[src/rtl/scratchpad_backdoor_port_if.sv]
// Purpose: bundles the backdoor request/response handshake and the scratchpad
// memory-port signals of scratchpad_backdoor_port.
//   req_*  : request queue input (valid/ready), write flag, byte address, write data
//   rsp_*  : response output (valid/ready), type echo, read data, error flag
//   busy   : queue non-empty or an access in progress
//   mem_*  : scratchpad wrapper side (grant in, request/strobe/mask/address/data out,
//            registered read data in)
// Modports: slave = the backdoor port itself, master = system/scratchpad side.
interface scratchpad_backdoor_port_if #(
    parameter int ADDR_WIDTH = 32,
    parameter int DATA_WIDTH = 64
);
    logic                    req_valid;
    logic                    req_ready;
    logic                    req_write;
    logic [ADDR_WIDTH-1:0]   req_addr;
    logic [DATA_WIDTH-1:0]   req_wdata;
    logic                    rsp_valid;
    logic                    rsp_ready;
    logic                    rsp_write;
    logic [DATA_WIDTH-1:0]   rsp_rdata;
    logic                    rsp_err;
    logic                    busy;
    logic                    mem_gnt;
    logic                    mem_req;
    logic                    mem_write;
    logic [DATA_WIDTH/8-1:0] mem_mask;
    logic [ADDR_WIDTH-1:0]   mem_addr;
    logic [DATA_WIDTH-1:0]   mem_wdata;
    logic [DATA_WIDTH-1:0]   mem_rdata;

    modport slave (
        input  req_valid, req_write, req_addr, req_wdata, rsp_ready, mem_gnt, mem_rdata,
        output req_ready, rsp_valid, rsp_write, rsp_rdata, rsp_err, busy,
               mem_req, mem_write, mem_mask, mem_addr, mem_wdata
    );

    modport master (
        output req_valid, req_write, req_addr, req_wdata, rsp_ready, mem_gnt, mem_rdata,
        input  req_ready, rsp_valid, rsp_write, rsp_rdata, rsp_err, busy,
               mem_req, mem_write, mem_mask, mem_addr, mem_wdata
    );
endinterface

[src/rtl/scratchpad_backdoor_port.sv]
// Purpose: backdoor port into the scratchpad memory. Queues 64-bit read/write
// requests in a small FIFO and issues them one at a time onto the scratchpad port
// while the functional traffic is idle (mem_gnt), returning one response per request.
// Ports:
//   clk  : single clock, rising edge
//   rst  : synchronous active-high reset (flushes queue, aborts in-flight access)
//   bd   : scratchpad_backdoor_port_if.slave (req_*, rsp_*, busy, mem_*)
// Optional feature: define SCRATCHPAD_BACKDOOR_ADDR_CHECK_EN to reject requests whose
// address is outside [BASE_ADDR, BASE_ADDR+MEM_BYTES) or not 8-byte aligned; rejected
// requests never touch the memory port and respond with rsp_err=1.
module scratchpad_backdoor_port #(
    parameter int                    ADDR_WIDTH = 32,
    parameter int                    DATA_WIDTH = 64,
    parameter int                    FIFO_DEPTH = 4,
    parameter int                    RD_LATENCY = 1,
    parameter logic [ADDR_WIDTH-1:0] BASE_ADDR  = '0,
    parameter logic [ADDR_WIDTH-1:0] MEM_BYTES  = ADDR_WIDTH'(32'h10000)
) (
    input logic clk,
    input logic rst,
    scratchpad_backdoor_port_if.slave bd
);
    localparam int PTR_W = $clog2(FIFO_DEPTH);
    localparam int CNT_W = (RD_LATENCY > 1) ? $clog2(RD_LATENCY) : 1;
    localparam int ENT_W = 1 + ADDR_WIDTH + DATA_WIDTH;

    typedef enum logic [1:0] {S_IDLE, S_ISSUE, S_WAIT, S_RESP} state_t;

    state_t                  r_state;
    state_t                  w_next;
    logic [ENT_W-1:0]        r_fifo [FIFO_DEPTH];
    logic [PTR_W-1:0]        r_wptr;
    logic [PTR_W-1:0]        r_rptr;
    logic [PTR_W:0]          r_count;
    logic                    w_full;
    logic                    w_empty;
    logic                    w_push;
    logic                    w_pop;
    logic                    w_head_vld;
    logic [ENT_W-1:0]        w_head;
    logic                    w_head_write;
    logic [ADDR_WIDTH-1:0]   w_head_addr;
    logic [DATA_WIDTH-1:0]   w_head_wdata;
    logic                    w_bad;
    logic                    r_write;
    logic [ADDR_WIDTH-1:0]   r_addr;
    logic [DATA_WIDTH-1:0]   r_wdata;
    logic [DATA_WIDTH-1:0]   r_rdata;
    logic [CNT_W-1:0]        r_cnt;
    logic                    w_mem_req;
    logic                    w_rsp_valid;

    assign w_full  = (r_count == (PTR_W+1)'(FIFO_DEPTH));
    assign w_empty = (r_count == '0);
    assign w_push  = bd.req_valid && !w_full;

    // With an empty queue the incoming request is the head, so an idle port can
    // issue in the cycle right after acceptance (push and pop cancel in r_count).
    assign w_head_vld   = !w_empty || bd.req_valid;
    assign w_head       = w_empty ? {bd.req_write, bd.req_addr, bd.req_wdata} : r_fifo[r_rptr];
    assign w_head_write = w_head[ENT_W-1];
    assign w_head_addr  = w_head[DATA_WIDTH +: ADDR_WIDTH];
    assign w_head_wdata = w_head[DATA_WIDTH-1:0];

`ifdef SCRATCHPAD_BACKDOOR_ADDR_CHECK_EN
    logic [ADDR_WIDTH:0] w_addr_x;
    logic [ADDR_WIDTH:0] w_lo_x;
    logic [ADDR_WIDTH:0] w_hi_x;
    logic                r_err;

    // One extra bit so BASE_ADDR+MEM_BYTES cannot wrap.
    assign w_addr_x = {1'b0, w_head_addr};
    assign w_lo_x   = {1'b0, BASE_ADDR};
    assign w_hi_x   = {1'b0, BASE_ADDR} + {1'b0, MEM_BYTES};
    assign w_bad    = (w_addr_x < w_lo_x) || (w_addr_x >= w_hi_x) || (w_head_addr[2:0] != 3'b000);

    always_ff @(posedge clk) begin
        if (rst) begin
            r_err <= 1'b0;
        end else if (w_pop) begin
            r_err <= w_bad;
        end
    end

    assign bd.rsp_err = w_rsp_valid && r_err;
`else
    logic w_unused_cfg;

    assign w_bad        = 1'b0;
    assign w_unused_cfg = ^{w_head_addr[2:0], BASE_ADDR, MEM_BYTES};
    assign bd.rsp_err   = 1'b0;
`endif

    // Request queue pointers; storage itself is not reset.
    always_ff @(posedge clk) begin
        if (rst) begin
            r_wptr  <= '0;
            r_rptr  <= '0;
            r_count <= '0;
        end else begin
            if (w_push) r_wptr <= r_wptr + 1'b1;
            if (w_pop)  r_rptr <= r_rptr + 1'b1;
            case ({w_push, w_pop})
                2'b10:   r_count <= r_count + 1'b1;
                2'b01:   r_count <= r_count - 1'b1;
                default: r_count <= r_count;
            endcase
        end
    end

    always_ff @(posedge clk) begin
        if (w_push) r_fifo[r_wptr] <= {bd.req_write, bd.req_addr, bd.req_wdata};
    end

    always_ff @(posedge clk) begin
        if (rst) r_state <= S_IDLE;
        else     r_state <= w_next;
    end

    // Grant is looked at only in IDLE; once issued an access always completes.
    always_comb begin
        w_next = r_state;
        w_pop  = 1'b0;
        case (r_state)
            S_IDLE: begin
                if (w_head_vld && w_bad) begin
                    w_pop  = 1'b1;
                    w_next = S_RESP;
                end else if (w_head_vld && bd.mem_gnt) begin
                    w_pop  = 1'b1;
                    w_next = S_ISSUE;
                end
            end
            S_ISSUE: w_next = r_write ? S_RESP : S_WAIT;
            S_WAIT:  if (r_cnt == '0) w_next = S_RESP;
            S_RESP:  if (bd.rsp_ready) w_next = S_IDLE;
            default: w_next = S_IDLE;
        endcase
    end

    // Access context captured at pop; read data cleared so write responses return 0.
    always_ff @(posedge clk) begin
        if (w_pop) begin
            r_write <= w_head_write;
            r_addr  <= {w_head_addr[ADDR_WIDTH-1:3], 3'b000};
            r_wdata <= w_head_wdata;
            r_rdata <= '0;
        end else if (r_state == S_WAIT && r_cnt == '0) begin
            r_rdata <= bd.mem_rdata;
        end
        if (r_state == S_ISSUE) begin
            r_cnt <= CNT_W'(RD_LATENCY - 1);
        end else if (r_state == S_WAIT && r_cnt != '0) begin
            r_cnt <= r_cnt - 1'b1;
        end
    end

    assign w_mem_req   = (r_state == S_ISSUE) || (r_state == S_WAIT);
    assign w_rsp_valid = (r_state == S_RESP);

    assign bd.req_ready = !w_full;
    assign bd.mem_req   = w_mem_req;
    assign bd.mem_write = (r_state == S_ISSUE) && r_write;
    assign bd.mem_mask  = {(DATA_WIDTH/8){w_mem_req}};
    assign bd.mem_addr  = w_mem_req ? r_addr : '0;
    assign bd.mem_wdata = w_mem_req ? r_wdata : '0;
    assign bd.rsp_valid = w_rsp_valid;
    assign bd.rsp_write = w_rsp_valid && r_write;
    assign bd.rsp_rdata = w_rsp_valid ? r_rdata : '0;
    assign bd.busy      = !w_empty || (r_state != S_IDLE);
endmodule
[src/flat_wrapper.sv]
// flat-port wrapper written by rule: the top's interface ports become plain ports
module scratchpad_backdoor_port_flat 
#(
    parameter int                    ADDR_WIDTH = 32,
    parameter int                    DATA_WIDTH = 64,
    parameter int                    FIFO_DEPTH = 4,
    parameter int                    RD_LATENCY = 1,
    parameter logic [ADDR_WIDTH-1:0] BASE_ADDR  = '0,
    parameter logic [ADDR_WIDTH-1:0] MEM_BYTES  = ADDR_WIDTH'(32'h10000)
)
  (clk, rst, bd_req_valid, bd_req_write, bd_req_addr, bd_req_wdata, bd_rsp_ready, bd_mem_gnt, bd_mem_rdata, bd_req_ready, bd_rsp_valid, bd_rsp_write, bd_rsp_rdata, bd_rsp_err, bd_busy, bd_mem_req, bd_mem_write, bd_mem_mask, bd_mem_addr, bd_mem_wdata);
  scratchpad_backdoor_port_if #(.ADDR_WIDTH(ADDR_WIDTH), .DATA_WIDTH(DATA_WIDTH)) bd_i ();
  input logic clk;
  input logic rst;
  input wire logic [$bits(bd_i.req_valid)-1:0] bd_req_valid;
  input wire logic [$bits(bd_i.req_write)-1:0] bd_req_write;
  input wire logic [$bits(bd_i.req_addr)-1:0] bd_req_addr;
  input wire logic [$bits(bd_i.req_wdata)-1:0] bd_req_wdata;
  input wire logic [$bits(bd_i.rsp_ready)-1:0] bd_rsp_ready;
  input wire logic [$bits(bd_i.mem_gnt)-1:0] bd_mem_gnt;
  input wire logic [$bits(bd_i.mem_rdata)-1:0] bd_mem_rdata;
  output wire logic [$bits(bd_i.req_ready)-1:0] bd_req_ready;
  output wire logic [$bits(bd_i.rsp_valid)-1:0] bd_rsp_valid;
  output wire logic [$bits(bd_i.rsp_write)-1:0] bd_rsp_write;
  output wire logic [$bits(bd_i.rsp_rdata)-1:0] bd_rsp_rdata;
  output wire logic [$bits(bd_i.rsp_err)-1:0] bd_rsp_err;
  output wire logic [$bits(bd_i.busy)-1:0] bd_busy;
  output wire logic [$bits(bd_i.mem_req)-1:0] bd_mem_req;
  output wire logic [$bits(bd_i.mem_write)-1:0] bd_mem_write;
  output wire logic [$bits(bd_i.mem_mask)-1:0] bd_mem_mask;
  output wire logic [$bits(bd_i.mem_addr)-1:0] bd_mem_addr;
  output wire logic [$bits(bd_i.mem_wdata)-1:0] bd_mem_wdata;
  assign bd_i.req_valid = bd_req_valid;
  assign bd_i.req_write = bd_req_write;
  assign bd_i.req_addr = bd_req_addr;
  assign bd_i.req_wdata = bd_req_wdata;
  assign bd_i.rsp_ready = bd_rsp_ready;
  assign bd_i.mem_gnt = bd_mem_gnt;
  assign bd_i.mem_rdata = bd_mem_rdata;
  assign bd_req_ready = bd_i.req_ready;
  assign bd_rsp_valid = bd_i.rsp_valid;
  assign bd_rsp_write = bd_i.rsp_write;
  assign bd_rsp_rdata = bd_i.rsp_rdata;
  assign bd_rsp_err = bd_i.rsp_err;
  assign bd_busy = bd_i.busy;
  assign bd_mem_req = bd_i.mem_req;
  assign bd_mem_write = bd_i.mem_write;
  assign bd_mem_mask = bd_i.mem_mask;
  assign bd_mem_addr = bd_i.mem_addr;
  assign bd_mem_wdata = bd_i.mem_wdata;
  scratchpad_backdoor_port #(.ADDR_WIDTH(ADDR_WIDTH), .DATA_WIDTH(DATA_WIDTH), .FIFO_DEPTH(FIFO_DEPTH), .RD_LATENCY(RD_LATENCY), .BASE_ADDR(BASE_ADDR), .MEM_BYTES(MEM_BYTES)) u_core (.clk(clk), .rst(rst), .bd(bd_i));
endmodule
[config.mk]
export PLATFORM = sky130hd
export DESIGN_NAME = scratchpad_backdoor_port_flat
export DESIGN_NICKNAME = d
export VERILOG_FILES = /design/src/rtl/scratchpad_backdoor_port_if.sv /design/src/rtl/scratchpad_backdoor_port.sv /design/src/flat_wrapper.sv
export SDC_FILE = /design/constraint.sdc
export NUM_CORES = 1
export LEC_CHECK = 0
export ABC_AREA = 1
export BUFFER_PORTS_ARGS = -buffer_cell sky130_fd_sc_hd__buf_2
export CORE_ASPECT_RATIO = 1.2
export CORE_MARGIN = 2
export CORE_UTILIZATION = 35
export DETAILED_ROUTE_END_ITERATION = 8
export GPL_TIMING_DRIVEN = 1
export SETUP_SLACK_MARGIN = 0.15
export SLEW_MARGIN = 10
export SYNTH_ARGS = -nofsm -noshare
export SYNTH_HDL_FRONTEND = slang
export SYNTH_SLANG_ARGS = --single-unit
[constraint.sdc]
create_clock -name clk -period 9.6 [get_ports clk]
set_clock_uncertainty 0.05 [all_clocks]
set_input_delay 1.92 -clock clk [delete_from_list [all_inputs] [get_ports clk]]
set_output_delay 1.92 -clock clk [all_outputs]
set_load 0.005 [all_outputs]
==> results by group <==
Outcome
  – Outcome: finished, final reports clean

Floorplan
  – Die X: 236 um
  – Core Box Area: 0.0636 sq mm
  – Boundary Pins: 341
  – Die Footprint: 0.0665 sq mm
  – Row cnt: 101
  – Initial Util: 35.5%
  – Chip height: 282 um

Global route
  – First-pass GRT wire length: 82800 um
  – Total track usage: 16.1%
  – Initial antenna violation count: 11
  – Largest net degree at the start of global routing: 115
  – Total gr overflow: 0
  – Vias in the first global route: 14771

Placement
  – IO Port Bufs: 333
  – Dpl hpwl: 30200 um
  – Gp weighted congestion: 0.766

Worst setup path
  – Critical Path Sink Type: output port
  – CP Data Arrival Time: 2.87 ns
  – Max Fanout on Critical Path: 52
  – Crit-path max cell delay: 0.68 ns
  – Cell mode on critical path: inv_1
  – Slowest CP cell: ha_4
  – Cells on worst reg2reg path: 4
  – Crit path kind: flop to output port
  – CP cell instances: inv_1, ha_4, buf_4, nand2_1, inv_1, buf_2
  – Worst reg2reg setup slack: 6.35 ns
  – Bufs and invs on worst path: 4
  – Req. time, crit path: 7.63 ns
  – FF-to-FF End: u_core.r_addr[14]$_DFFE_PN_
  – Delay-heaviest family, CP: buffers and inverters
  – CP startpoint kind: flop

Synthesis
  – Top cells by area, synth: edfxtp_1, nor2_1, dfxtp_1
  – Avg Synthesized Cell Area: 11.2 sq um
  – Warnings from Yosys: 0
  – Cell variety after synth: 31
  – Synth Register Bits: 546
  – Syn Inst Count: 2016
  – Synth area leader: edfxtp_1
  – Post-synth top area share: 62.6%
  – Register area share after synthesis: 69.3%
  – Mapped Area: 0.0225 sq mm

Final layout
  – Ratio of cells with drive above 1 in the final layout: 20.4%
  – Layout filler cell count: 6015
  – Register area: 0.0156 sq mm
  – Area Overhead vs Synth: 17.8%
  – Final Core Density: 41.8%
  – Multi-input gate area: 0.00532 sq mm
  – Nets: 2481

Power and ir drop
  – Final Power: 7.50 mW
  – Maximum vdd drop: 212 uV
  – P_leak: 11.6 nW
  – Pwr dens: 282 mW/mm^2

Clock network
  – Total setup buffers inserted after CTS: 0
  – Root buffer cell: clkbuf_16
  – CTS tree: yes
  – Worst-Skew Late Latency: 0.60 ns
  – Post-cts hold buffer count: 0
  – Reg clk slew, reported paths: 0.06 ns
  – Max H-tree Level: 2
  – CTS Buffer Depth: 3
  – Clock sinks: 546
  – CTS resizes: 0
  – Total CTS buffers: 56

STA
  – Final setup viols: 0
  – Fin crit period: 4.84 ns
  – Tightest Pin Transition: 1.02 ns
  – Final number of hold-violating endpoints: 0
  – Final Max Slew Viols: 0
  – Setup TNS: 0 ns
  – Final Cycle Share: 50.4%
  – Max-slew headroom at the worst pin: 31.9%
  – RSZ-0062 raised after global routing: no
  – Fin Hold WS: 0.433 ns
  – Fmax: 207 MHz

Routing
  – DRC viols: 0
  – Drt via density: 4.70
  – Post-route ant nets: 0
  – Post-DR wirelength/cell: 17.2 um
  – Total wire length: 54600 um
  – 1st-pass router iterations: 7
  – Vias: 14948
  – Initial DRC Count: 903

Worst hold path
  – Hold path start: u_core.r_rptr[1]$_SDFFE_PP0N_
  – WHS Path Cells: 2
  – Worst hold path type: flop to flop

Flow run
  – Max cap viols: 0
==> area by class of cell <==
type	instances	area share (%)
diodes	7	0.0660
inverters	246	3.50
flip-flops and latches	546	58.9
clock inverters	34	1.33
well taps	824	3.88
clock buffers	70	5.51
multi-input cells	1103	20.0
repair buffers	351	6.78
==> synth_stat cells <==
cell / number
nand3_1: 2
dfxtp_1: 76
ha_1: 10
nor2_4: 1
buf_2: 43
a21oi_1: 10
a31oi_1: 93
inv_1: 243
nor3_1: 1
mux2_1: 30
inv_4: 1
nand2_1: 239
nand3_2: 2
o21bai_1: 1
o21ai_1: 23
o22ai_1: 1
fa_1: 1
edfxtp_1: 470
buf_4: 30
buf_6: 12
nand2_4: 2
buf_1: 7
clkbuf_1: 22
conb_1: 1
xor2_1: 1
nor2_1: 477
o21ai_0: 170
mux2_2: 34
clkbuf_2: 10
inv_2: 2
a22oi_1: 1
==> power breakdown <==
| part | leakage [nW] | internal [mW] | switching, mW | total, mW |
|---|---|---|---|---|
| Combinational | 5.77 | 0.704 | 1.37 | 2.07 |
| Sequential | 4.95 | 3.10 | 0.177 | 3.27 |
| Clock | 0.885 | 1.25 | 0.909 | 2.15 |
==> cell usage in the layout, fill, tap and decap left out, drive strengths merged <==
cell type	n
nand3	4
clkinvlp	1
o22ai	1
dfxtp	76
a31oi	93
clkinv	24
inv	249
nor3	1
ha	10
xor2	1
edfxtp	470
clkbuf	70
nand2	241
buf	351
o21ai	193
o21bai	1
fa	1
mux2	64
nor2	478
diode	7
a21oi	10
a22oi	1
bufinv	6
conb	4
==> state kept, by name (all words and copies together) (netlist names), named ones only <==
signal          flops
u_core.r_rdata     64
u_core.r_wptr       2
u_core.r_addr      29
u_core.r_wdata     64
u_core.r_rptr       2
u_core.r_cnt        1
u_core.r_count      3
u_core.r_write      1
u_core.r_fifo     376
u_core.r_state      2
==> worst reg2reg max path: stages (launching register included) <==
cell and delay, ns:
dfxtp_4 0.56, inv_4 0.88, buf_4 0.92, o21ai_0 0.22
a31oi_1 0.40
==> through the flow <==
| stage | area (sq um) | worst slack (ns) | std cells |
|---|---|---|---|
| after detailed placement | 24700 | 5.09 | 3070 |
| after global routing | 26600 | 4.48 | 3179 |
| after global placement | 24700 | 5.10 | 3070 |
| after CTS | 26500 | 4.67 | 3174 |
| final | 26600 | 4.76 | 3181 |
| after floorplan | 22600 | 2.99 | 2019 |
==> how the worst max path moves through the flow <==
stage                                               from                        endpoint  slack [ns]  cells past startpoint
after floorplan                             bd_req_valid   u_core.r_fifo[0][0]$_DFFE_PP_        2.99                      2
after global placement                      bd_req_valid  u_core.r_fifo[1][96]$_DFFE_PP_        5.10                      5
after detailed placement                    bd_req_valid  u_core.r_fifo[1][35]$_DFFE_PP_        5.09                      5
after CTS                 u_core.r_state[0]$_SDFFE_PP0P_                 bd_mem_addr[28]        4.67                      6
after global routing      u_core.r_state[0]$_SDFFE_PP0P_                bd_mem_wdata[57]        4.48                      6
final                     u_core.r_state[0]$_SDFFE_PP0P_                 bd_mem_addr[28]        4.76                      6
==> logic make-up after synthesis <==
logic type,Yosys count,share of synthesized area [%]
other,1,0.0166
buffers and inverters,370,7.36
muxes,64,3.20
AOI/OAI and AO/OA,299,7.18
adders and majority gates,11,0.644
and+or+nand+nor,724,12.2
xor gates and xnor gates,1,0.0388
DFF,546,69.3
==> per-layer routing <==
metal | global-route usage (%) | share of wire, %
met5 | 0 | 0.13
met4 | 5.36 | 2.4
met3 | 3.23 | 5.8
met2 | 28.1 | 49
met1 | 19.9 | 43
Power figures use the tool's default switching activity.
